File: src/rtl/psum_accumulator_if.sv
// -----------------------------------------------------------------------------
// psum_accumulator_if
// Bundles the signals between the partial-sum accumulator and its neighbours.
//   Input side (controller / adder tree -> accumulator):
//     in_valid, in_last : beat sideband, issued with the tree input vector
//     in_ready          : a group-closing beat may be issued
//     sum               : signed adder tree result
//     shift             : arithmetic right-shift amount for result formation
//   Output side (accumulator -> downstream):
//     out_valid, out_ready : result handshake
//     out_data, out_sat    : rounded/saturated result and its clip flag
// Modports: master drives the beats and accepts results; slave is the
// accumulator.
// -----------------------------------------------------------------------------
interface psum_accumulator_if #(
  parameter int IN_W  = 21,
  parameter int OUT_W = 16,
  parameter int SH_W  = 5
);
  logic                    in_valid;
  logic                    in_last;
  logic                    in_ready;
  logic signed [IN_W-1:0]  sum;
  logic [SH_W-1:0]         shift;
  logic                    out_valid;
  logic                    out_ready;
  logic signed [OUT_W-1:0] out_data;
  logic                    out_sat;

  modport master (
    output in_valid, in_last, sum, shift, out_ready,
    input  in_ready, out_valid, out_data, out_sat
  );

  modport slave (
    input  in_valid, in_last, sum, shift, out_ready,
    output in_ready, out_valid, out_data, out_sat
  );
endinterface

File: src/rtl/psum_accumulator.sv
// -----------------------------------------------------------------------------
// psum_accumulator
// Consumer end of the PE adder tree. The valid/last sideband issued with each
// tree input vector is delayed by the tree latency so it lines up with `sum`.
// Partial sums of one group are accumulated; on the last beat the total is
// rounded (half up), arithmetically shifted and saturated to OUT_W, then
// pushed into a 2-entry output buffer. in_ready gives credit-based
// back-pressure on group-closing beats.
// Ports:
//   clk     : clock
//   rst     : synchronous active-high reset
//   clk_en  : pipeline advance enable shared with the adder tree
//   bus     : psum_accumulator_if.slave (input beats, shift, output results)
//   err_ovf : sticky protocol error (last beat without credit, or buffer drop)
// -----------------------------------------------------------------------------
module psum_accumulator #(
  parameter int DATA_W   = 16,
  parameter int DATA_N   = 32,
  parameter int IN_W     = $clog2(DATA_N) + DATA_W,
  parameter int TREE_LAT = $clog2(DATA_N) + 1,
  parameter int ACC_W    = 32,
  parameter int OUT_W    = 16,
  parameter int SH_W     = 5
) (
  input  logic              clk,
  input  logic              rst,
  input  logic              clk_en,
  psum_accumulator_if.slave bus,
  output logic              err_ovf
);

  localparam int PEND_W = $clog2(TREE_LAT + 3);
  localparam logic signed [ACC_W:0] SAT_MAX = (ACC_W+1)'(2**(OUT_W-1) - 1);
  localparam logic signed [ACC_W:0] SAT_MIN = -SAT_MAX - 1;

  typedef struct packed {
    logic [OUT_W-1:0] data;
    logic             sat;
  } entry_t;

  // ---------------------------------------------------------------------------
  // Sideband delay line. dl_last holds valid&last so the credit count can
  // popcount it directly.
  // ---------------------------------------------------------------------------
  logic [TREE_LAT-1:0] dl_valid, dl_last, dl_valid_nxt, dl_last_nxt;
  logic                d_valid, d_last;

  always_comb begin
    dl_valid_nxt = dl_valid;
    dl_last_nxt  = dl_last;
    if (clk_en) begin
      dl_valid_nxt = {dl_valid[TREE_LAT-2:0], bus.in_valid};
      dl_last_nxt  = {dl_last[TREE_LAT-2:0], bus.in_valid & bus.in_last};
    end
  end

  // NOTE: state registers use non-blocking assignments so every flop samples
  // pre-edge values regardless of the order the blocks are evaluated in.
  always_ff @(posedge clk) begin
    if (rst) begin
      dl_valid <= '0;
      dl_last  <= '0;
    end else begin
      dl_valid <= dl_valid_nxt;
      dl_last  <= dl_last_nxt;
    end
  end

  assign d_valid = dl_valid[TREE_LAT-1];
  assign d_last  = dl_last[TREE_LAT-1];

  // ---------------------------------------------------------------------------
  // Accumulator
  // ---------------------------------------------------------------------------
  logic signed [ACC_W-1:0] acc, operand, nxt;
  logic                    first;
  logic                    acc_en, push;

  assign acc_en  = clk_en & d_valid;
  assign push    = acc_en & d_last;
  assign operand = {{(ACC_W-IN_W){bus.sum[IN_W-1]}}, bus.sum};
  // `first` replaces the old total with zero so a new group needs no clear beat.
  assign nxt     = (first ? '0 : acc) + operand;

  always_ff @(posedge clk) begin
    if (rst) begin
      acc   <= '0;
      first <= 1'b1;
    end else if (acc_en) begin
      if (d_last) begin
        acc   <= '0;
        first <= 1'b1;
      end else begin
        acc   <= nxt;
        first <= 1'b0;
      end
    end
  end

  // ---------------------------------------------------------------------------
  // Result formation: round half up, arithmetic shift, saturate. One extra bit
  // keeps the rounding add from wrapping near the top of the ACC_W range.
  // ---------------------------------------------------------------------------
  logic signed [ACC_W:0]   nxt_ext, rnd_inc, rnd_sum, shifted;
  logic        [OUT_W-1:0] res_data;
  logic                    res_sat;

  // NOTE: every combinational output gets a default first so no path through
  // the block leaves a signal unassigned and infers a latch.
  always_comb begin
    nxt_ext  = {nxt[ACC_W-1], nxt};
    rnd_inc  = (ACC_W+1)'(1) << (bus.shift - 1'b1);
    rnd_sum  = nxt_ext + rnd_inc;
    shifted  = (bus.shift == '0) ? nxt_ext : (rnd_sum >>> bus.shift);
    res_data = shifted[OUT_W-1:0];
    res_sat  = 1'b0;
    if (shifted > SAT_MAX) begin
      res_data = SAT_MAX[OUT_W-1:0];
      res_sat  = 1'b1;
    end else if (shifted < SAT_MIN) begin
      res_data = SAT_MIN[OUT_W-1:0];
      res_sat  = 1'b1;
    end
  end

  // ---------------------------------------------------------------------------
  // 2-entry output buffer. When empty the head pointer is stepped back one
  // slot so out_data/out_sat keep showing the last popped entry.
  // ---------------------------------------------------------------------------
  entry_t     mem [2];
  logic       wr_ptr, rd_ptr, head_sel;
  logic [1:0] count, count_nxt;
  logic       pop, full, wr_en, drop;

  assign pop   = (count != 2'd0) & bus.out_ready;
  assign full  = (count == 2'd2);
  assign wr_en = push & (~full | pop);
  assign drop  = push & full & ~pop;

  always_comb begin
    count_nxt = count;
    if (wr_en && !pop)      count_nxt = count + 2'd1;
    else if (!wr_en && pop) count_nxt = count - 2'd1;
  end

  // NOTE: the buffer storage is reset because its contents are visible on
  // out_data/out_sat while empty, and those must read zero after reset.
  always_ff @(posedge clk) begin
    if (rst) begin
      mem[0] <= '0;
      mem[1] <= '0;
      wr_ptr <= 1'b0;
      rd_ptr <= 1'b0;
      count  <= 2'd0;
    end else begin
      if (wr_en) begin
        mem[wr_ptr] <= '{data: res_data, sat: res_sat};
        wr_ptr      <= ~wr_ptr;
      end
      if (pop) rd_ptr <= ~rd_ptr;
      count <= count_nxt;
    end
  end

  assign head_sel      = (count == 2'd0) ? ~rd_ptr : rd_ptr;
  assign bus.out_valid = (count != 2'd0);
  assign bus.out_data  = mem[head_sel].data;
  assign bus.out_sat   = mem[head_sel].sat;

  // ---------------------------------------------------------------------------
  // Credit and protocol error. Pending counts results that will occupy the
  // buffer: those already in it plus last beats still in the delay line, all
  // evaluated after this cycle's push, pop and shift.
  // ---------------------------------------------------------------------------
  logic [PEND_W-1:0] pending;
  logic              in_ready_q;

  always_comb begin
    pending = PEND_W'(count_nxt);
    for (int i = 0; i < TREE_LAT; i++) begin
      pending = pending + PEND_W'(dl_last_nxt[i]);
    end
  end

  always_ff @(posedge clk) begin
    if (rst) begin
      in_ready_q <= 1'b1;
      err_ovf    <= 1'b0;
    end else begin
      in_ready_q <= (pending < PEND_W'(2));
      if ((clk_en & bus.in_valid & bus.in_last & ~in_ready_q) | drop) begin
        err_ovf <= 1'b1;
      end
    end
  end

  assign bus.in_ready = in_ready_q;

endmodule

File: src/flat_wrapper.sv
// flat-port wrapper written by rule: the top's interface ports become plain ports
module psum_accumulator_flat 
#(
  parameter int DATA_W   = 16,
  parameter int DATA_N   = 32,
  parameter int IN_W     = $clog2(DATA_N) + DATA_W,
  parameter int TREE_LAT = $clog2(DATA_N) + 1,
  parameter int ACC_W    = 32,
  parameter int OUT_W    = 16,
  parameter int SH_W     = 5
)
  (clk, rst, clk_en, err_ovf, bus_in_valid, bus_in_last, bus_sum, bus_shift, bus_out_ready, bus_in_ready, bus_out_valid, bus_out_data, bus_out_sat);
  psum_accumulator_if #(.IN_W(IN_W), .OUT_W(OUT_W), .SH_W(SH_W)) bus_i ();
  input  logic clk;
  input  logic rst;
  input  logic clk_en;
  output logic err_ovf;
  input wire logic [$bits(bus_i.in_valid)-1:0] bus_in_valid;
  input wire logic [$bits(bus_i.in_last)-1:0] bus_in_last;
  input wire logic [$bits(bus_i.sum)-1:0] bus_sum;
  input wire logic [$bits(bus_i.shift)-1:0] bus_shift;
  input wire logic [$bits(bus_i.out_ready)-1:0] bus_out_ready;
  output wire logic [$bits(bus_i.in_ready)-1:0] bus_in_ready;
  output wire logic [$bits(bus_i.out_valid)-1:0] bus_out_valid;
  output wire logic [$bits(bus_i.out_data)-1:0] bus_out_data;
  output wire logic [$bits(bus_i.out_sat)-1:0] bus_out_sat;
  assign bus_i.in_valid = bus_in_valid;
  assign bus_i.in_last = bus_in_last;
  assign bus_i.sum = bus_sum;
  assign bus_i.shift = bus_shift;
  assign bus_i.out_ready = bus_out_ready;
  assign bus_in_ready = bus_i.in_ready;
  assign bus_out_valid = bus_i.out_valid;
  assign bus_out_data = bus_i.out_data;
  assign bus_out_sat = bus_i.out_sat;
  psum_accumulator #(.DATA_W(DATA_W), .DATA_N(DATA_N), .IN_W(IN_W), .TREE_LAT(TREE_LAT), .ACC_W(ACC_W), .OUT_W(OUT_W), .SH_W(SH_W)) u_core (.clk(clk), .rst(rst), .clk_en(clk_en), .bus(bus_i), .err_ovf(err_ovf));
endmodule
File: config.mk
export PLATFORM = sky130hd
export DESIGN_NAME = psum_accumulator_flat
export DESIGN_NICKNAME = d
export VERILOG_FILES = /design/src/rtl/psum_accumulator_if.sv /design/src/rtl/psum_accumulator.sv /design/src/flat_wrapper.sv
export SDC_FILE = /design/constraint.sdc
export NUM_CORES = 1
export LEC_CHECK = 0
export CORE_MARGIN = 4
export CORE_UTILIZATION = 45
export CTS_CLUSTER_SIZE = 28
export DETAILED_ROUTE_END_ITERATION = 8
export PLACE_DENSITY = 0.72
export SLEW_MARGIN = 20
export SYNTH_ARGS = -nofsm -noshare
export SYNTH_HDL_FRONTEND = slang
export SYNTH_SLANG_ARGS = --single-unit
File: constraint.sdc
create_clock -name clk -period 16.65 [get_ports clk]
set_clock_uncertainty 0.05 [all_clocks]
set_input_delay 1.665 -clock clk [delete_from_list [all_inputs] [get_ports clk]]
set_output_delay 1.665 -clock clk [all_outputs]
set_load 0.1 [all_outputs]
After elaboration in Yosys (flattened, before gate mapping):

Memory sizes are Yosys's and may differ from the RTL's.
Index checks and enable logic that the tools add are counted.

* flip-flop bits (word level): 51
* bits in latches: 0
* bits in writable memories: 34
* memory bits (read-only): 0
* bits of input ports: 32
* output and inout bits: 20
* memories: 1

Memory list
* u_core.mem: words 2, width 17, rd ports 1, clocked after Yosys merged registers in 0, wr ports 2, RTL line psum_accumulator.sv:130 `entry_t mem [2];`

* $add $sub $neg: 11
* multipliers: 0
* divide/modulo/power cells: 0
* $lt $le $gt $ge: 3
* equality and inequality tests: 1
* shift operators: 2
* muxes and demuxes: 20
* bitwise gates (word level): 17
* reductions and logical operators: 8

Operators with widths (number)
* $mux 32: 2
* $add 32x33->33: 1
* $gt 33x16->1 const B: 1
* $lt 33x16->1 const B: 1
* $mux 33: 1
* $shl 1x5->33 const A: 1
* $sshr 33x5->33: 1
* $add 32x32->32: 1
* $mux 16: 2
* $add 4x1->4: 5
* $mux 17: 1
* $reduce_or 17->1: 1
* $mux 1: 11
* $and 1x1->1: 10
* $mux 6: 1
* $logic_not 5->1: 1
* $not 1->1: 5
* $sub 5x1->5 const B: 1
* $lt 4x2->1 const B: 1
* $mux 2: 2
* $add 2x1->3: 1
* $add 2x1->2 const B: 1
* $eq 2x2->1 const B: 1
* $logic_and 1x1->1: 2
* 5 further kinds: 7

Longest topological paths before layout:

* depth in word-level cells: 15
* gate-level depth with buffers: 29
* depth with buffers taken out: 25

Worst setup path after synthesis:

Ideal clock, no wire load.

* path type: input-to-reg
* start point: input port bus_sum[0]
* end point: memory u_core.mem[0][4] in the netlist's numbering, data pin
* setup time: 146 ps
* data arrival time: 7301 ps
* data required time: 16454 ps
* slack: 9153 ps
* stages on the path: 25
* path buffers: 2
* cells stage by stage: ha_1 > fa_1 > a21oi_1 > o22ai_1 > a221o_1 > a211oi_1 > a21oi_1 > a221oi_1 > xnor2_1 > ha_1 > buf_2 > nand2_1 > o21ai_0 > o22ai_1 > o22a_1 > a211oi_2 > nand2_1 > a32o_2 > a211oi_1 > nand4_1 > or4_4 > nor4_4 > o21bai_2 > buf_6 > a21oi_1

RTL lines
* start: declaration: RTL line flat_wrapper.sv:20 `input wire logic [$bits(bus_i.sum)-1:0] bus_sum;`
* end: declaration: RTL line psum_accumulator.sv:130

==> impl_metrics.yaml <==
global_routing:
  first_global_vias: 10800
  grt_max_degree: 67
  use_met1: 0.373
  grt.overflow.total: 0
  antenna_found_initial: 0
  met2_usage: 0.442
  use_met3: 0.0645
  busiest_layer: "met2"
  grt_pass1_wl_um: 59500
  grt_usage: 0.281
sta:
  period_share: 0.590
  setup_viol: 0
  slew_viol_final: 0
  rsz0062_at_grt: "false"
  hold_viol_final: 0
  period_needed_ns: 9.83
  final.setup.tns_ns: 0
  max-slew-margin-rel: 0.290
  fmax_mhz: 102
  worst_pin_slew_ns: 1.06
pwr:
  peakVddDrop_uv: 45.0
  p_leak_nw: 4.60
  p_total_uw: 746
  powerDensity_nw_per_um2: 64.0
die:
  design.die.area_um2: 26300
  rows: 56
  coreArea_um2: 23500
  die_h_um: 162
  start_util: 0.456
  ios: 52
  die_w_um: 162
logic_synthesis:
  synth_warnings: 0
  synth-async-reset-ratio: 0
  synthFlopType: "dfxtp_1"
  synth_edf_count: 34
  ys_ff_latch: 85
  synth_area_um2: 10700
  yosysUniqueCellTypes: 92
  synthCells: 1418
  yosysSeqAreaShare: 0.191
  avgSynthCellArea_um2: 7.55
  synthesis.nets: 1526
clock_network:
  numCtsBuffers: 9
  cts_resized: 0
  cts_sinks: 85
  cts_max_level: 3
  clock_latency_ns: 0.35
  clkSlewWorstSetupHoldPaths_ns: 0.07
  cts_buffer_depth: 2
  hold_buffers: 0
  post_cts_buffers: 0
  cts_root_buf: "clkbuf_16"
  cts_tree: "done"
placement:
  gp_congestion: 1.09
  dp_hpwl_um: 28700
  port_buffers: 51
critical_path:
  cpPeakStageDelay_ns: 0.89
  worst_path_most_repeated_cell: "a21oi_1"
  path_class: "in2reg"
  crit_path_end_kind: "flip-flop"
  critPathLaunchType: "primary input"
  path_cells: "clkdlybuf4s50_1 > ha_1 > fa_1 > a21oi_1 > o22ai_1 > a221o_1 > a211oi_1 > a21oi_1 > a31oi_1 > xnor2_1 > ha_1 > a21oi_1 > o21ai_0 > o22ai_1 > o22a_1 > a211oi_2 > nand2_1 > a32o_2 > a211oi_1 > nand4_1 > or4_4 > nor4_4 > o21bai_2 > a21oi_1"
  crit_family: "compound AO/OA/AOI/OAI gates"
  worstPathMaxFanout: 14
  crit_slowest_cell: "a211oi_2"
  crit_arrival_ns: 9.97
  worstPathRequired_ns: 16.79
  r2r_slack_ns: 7.80
  path_buf_inv: 1
routing:
  num_vias: 11400
  drt_pass1_iterations: 6
  viasPerCell: 6.56
  drt_wl_total_um: 38200
  drt_iter0_drc: 1427
  drc: 0
  wl_per_cell_um: 22.0
  drt.antenna.violating_nets: 0
final_layout:
  final_nets: 1517
  antennaDiodeCount: 0
  area_growth_pct: 8.85
  layout_commonest_cell: "nor2_1"
  mostFrequentLayoutCells: "nor2_1 (180), nand2_1 (130), a21oi_1 (119)"
  fill_cells: 2345
  drive_gt1_frac: 0.0884
min_path:
  hp-class: "reg2reg"
run:
  drv_cap: 0
status:
  status: "finished clean"
==> registers in the layout, summed over array words and instances, names as in the netlist <==
| signal | flops |
|---|---|
| u_core.acc | 32 |
| u_core.bus.in_ready | 1 |
| u_core.count | 2 |
| u_core.dl_last | 6 |
| u_core.dl_valid | 6 |
| u_core.err_ovf | 1 |
| u_core.first | 1 |
| u_core.mem | 34 |
| u_core.rd_ptr | 1 |
| u_core.wr_ptr | 1 |
==> per-stage QoR <==
| stage | util | worst slack (ns) | hold WS (ns) | cells | cell area (um^2) |
|---|---|---|---|---|---|
| 3_3_place_gp | 0.483 | 6.70 | 0.412 | 1717 | 11300 |
| 4_1_cts | 0.496 | 7.02 | 0.442 | 1733 | 11700 |
| 6_report | 0.496 | 6.82 | 0.440 | 1733 | 11700 |
| 2_1_floorplan | - | 9.15 | 0.399 | 1418 | 10700 |
| 5_1_grt | 0.496 | 6.48 | 0.465 | 1733 | 11700 |
| 3_5_place_dp | 0.483 | 6.68 | 0.424 | 1717 | 11300 |
==> worst reg2reg max path: stages (launching register included) <==
cell      delay, ns
dfxtp_1        0.32
buf_4          0.34
nor2b_1        0.10
ha_1           0.25
fa_1           0.42
a21oi_1        0.22
o22ai_1        0.19
a221o_1        0.39
a211oi_1       0.36
a21oi_1        0.21
a31oi_1        0.24
xnor2_1        0.17
ha_1           0.63
a21oi_1        0.16
o21ai_0        0.50
o22ai_1        0.23
o22a_1         0.25
a211oi_2       0.89
nand2_1        0.24
a32o_2         0.39
a211oi_1       0.42
nand4_1        0.23
or4_4          0.57
nor4_4         0.41
o21bai_2       0.30
a21oi_1        0.23
==> synthesized netlist by cell type (8+ instances only) <==
library cell / count / share of area
or3_1: 9 / 0.0053
xnor2_1: 40 / 0.033
xor2_1: 17 / 0.014
nand4_1: 23 / 0.013
a22oi_1: 38 / 0.027
buf_2: 21 / 0.0098
o22ai_1: 14 / 0.0082
nor3_1: 25 / 0.012
a21oi_2: 15 / 0.012
clkbuf_1: 51 / 0.018
ha_1: 70 / 0.082
o211ai_1: 29 / 0.020
a211oi_1: 21 / 0.015
and3_1: 8 / 0.0047
nor2_1: 181 / 0.063
inv_1: 28 / 0.0098
buf_1: 12 / 0.0042
edfxtp_1: 34 / 0.095
a31oi_1: 13 / 0.0076
nor2b_1: 39 / 0.023
nand3_1: 35 / 0.016
o21a_1: 19 / 0.013
o21ai_0: 85 / 0.040
a21o_1: 29 / 0.020
nand2b_1: 9 / 0.0053
nand2_1: 130 / 0.046
dfxtp_1: 51 / 0.095
mux2_2: 28 / 0.029
mux2i_1: 37 / 0.035
and2_1: 12 / 0.0070
o21ai_1: 11 / 0.0051
a21oi_1: 119 / 0.056
==> layout make-up <==
class                   instances  area [um^2]  share of cell area
multi-input cells            1213         8160               0.700
clock buffers                   9          225              0.0193
well taps                     319          399              0.0343
inverters                      29          109             0.00934
repair buffers                 71          641              0.0550
clock inverters                 7         81.3             0.00698
flip-flops and latches         85         2040               0.175
==> kinds of logic after synthesis <==
family	synth area share
and+or+nand+nor	0.223
AOI/OAI and AO/OA	0.320
buffers and inverters	0.0478
DFF	0.191
adders and majority gates	0.0930
muxes	0.0767
xor gates and xnor gates	0.0482
==> where the power goes <==
group          internal [mW]  leakage, nW  switching, mW
Clock                  0.119        0.152         0.0950
Sequential             0.220        0.763        0.00182
Combinational         0.0966         3.68          0.214
==> layer usage <==
layer,share of wire,vias to the layer above
met5,0,-
met1,0.42,5385
met2,0.45,560
li1,-,5313
met3,0.092,117
met4,0.041,0
==> path summary, 6_finish.rpt <==
| path | from | end | cells past startpoint |
|---|---|---|---|
| min | u_core.acc[0] | u_core.acc[0] | 2 |
| max | bus_sum[0] | u_core.mem[1][13] | 24 |
| max reg2reg | u_core.first | u_core.mem[1][13] | 25 |
| min reg2reg | u_core.acc[0] | u_core.acc[0] | 2 |
Note: power is estimated with default switching activity, not from simulation.
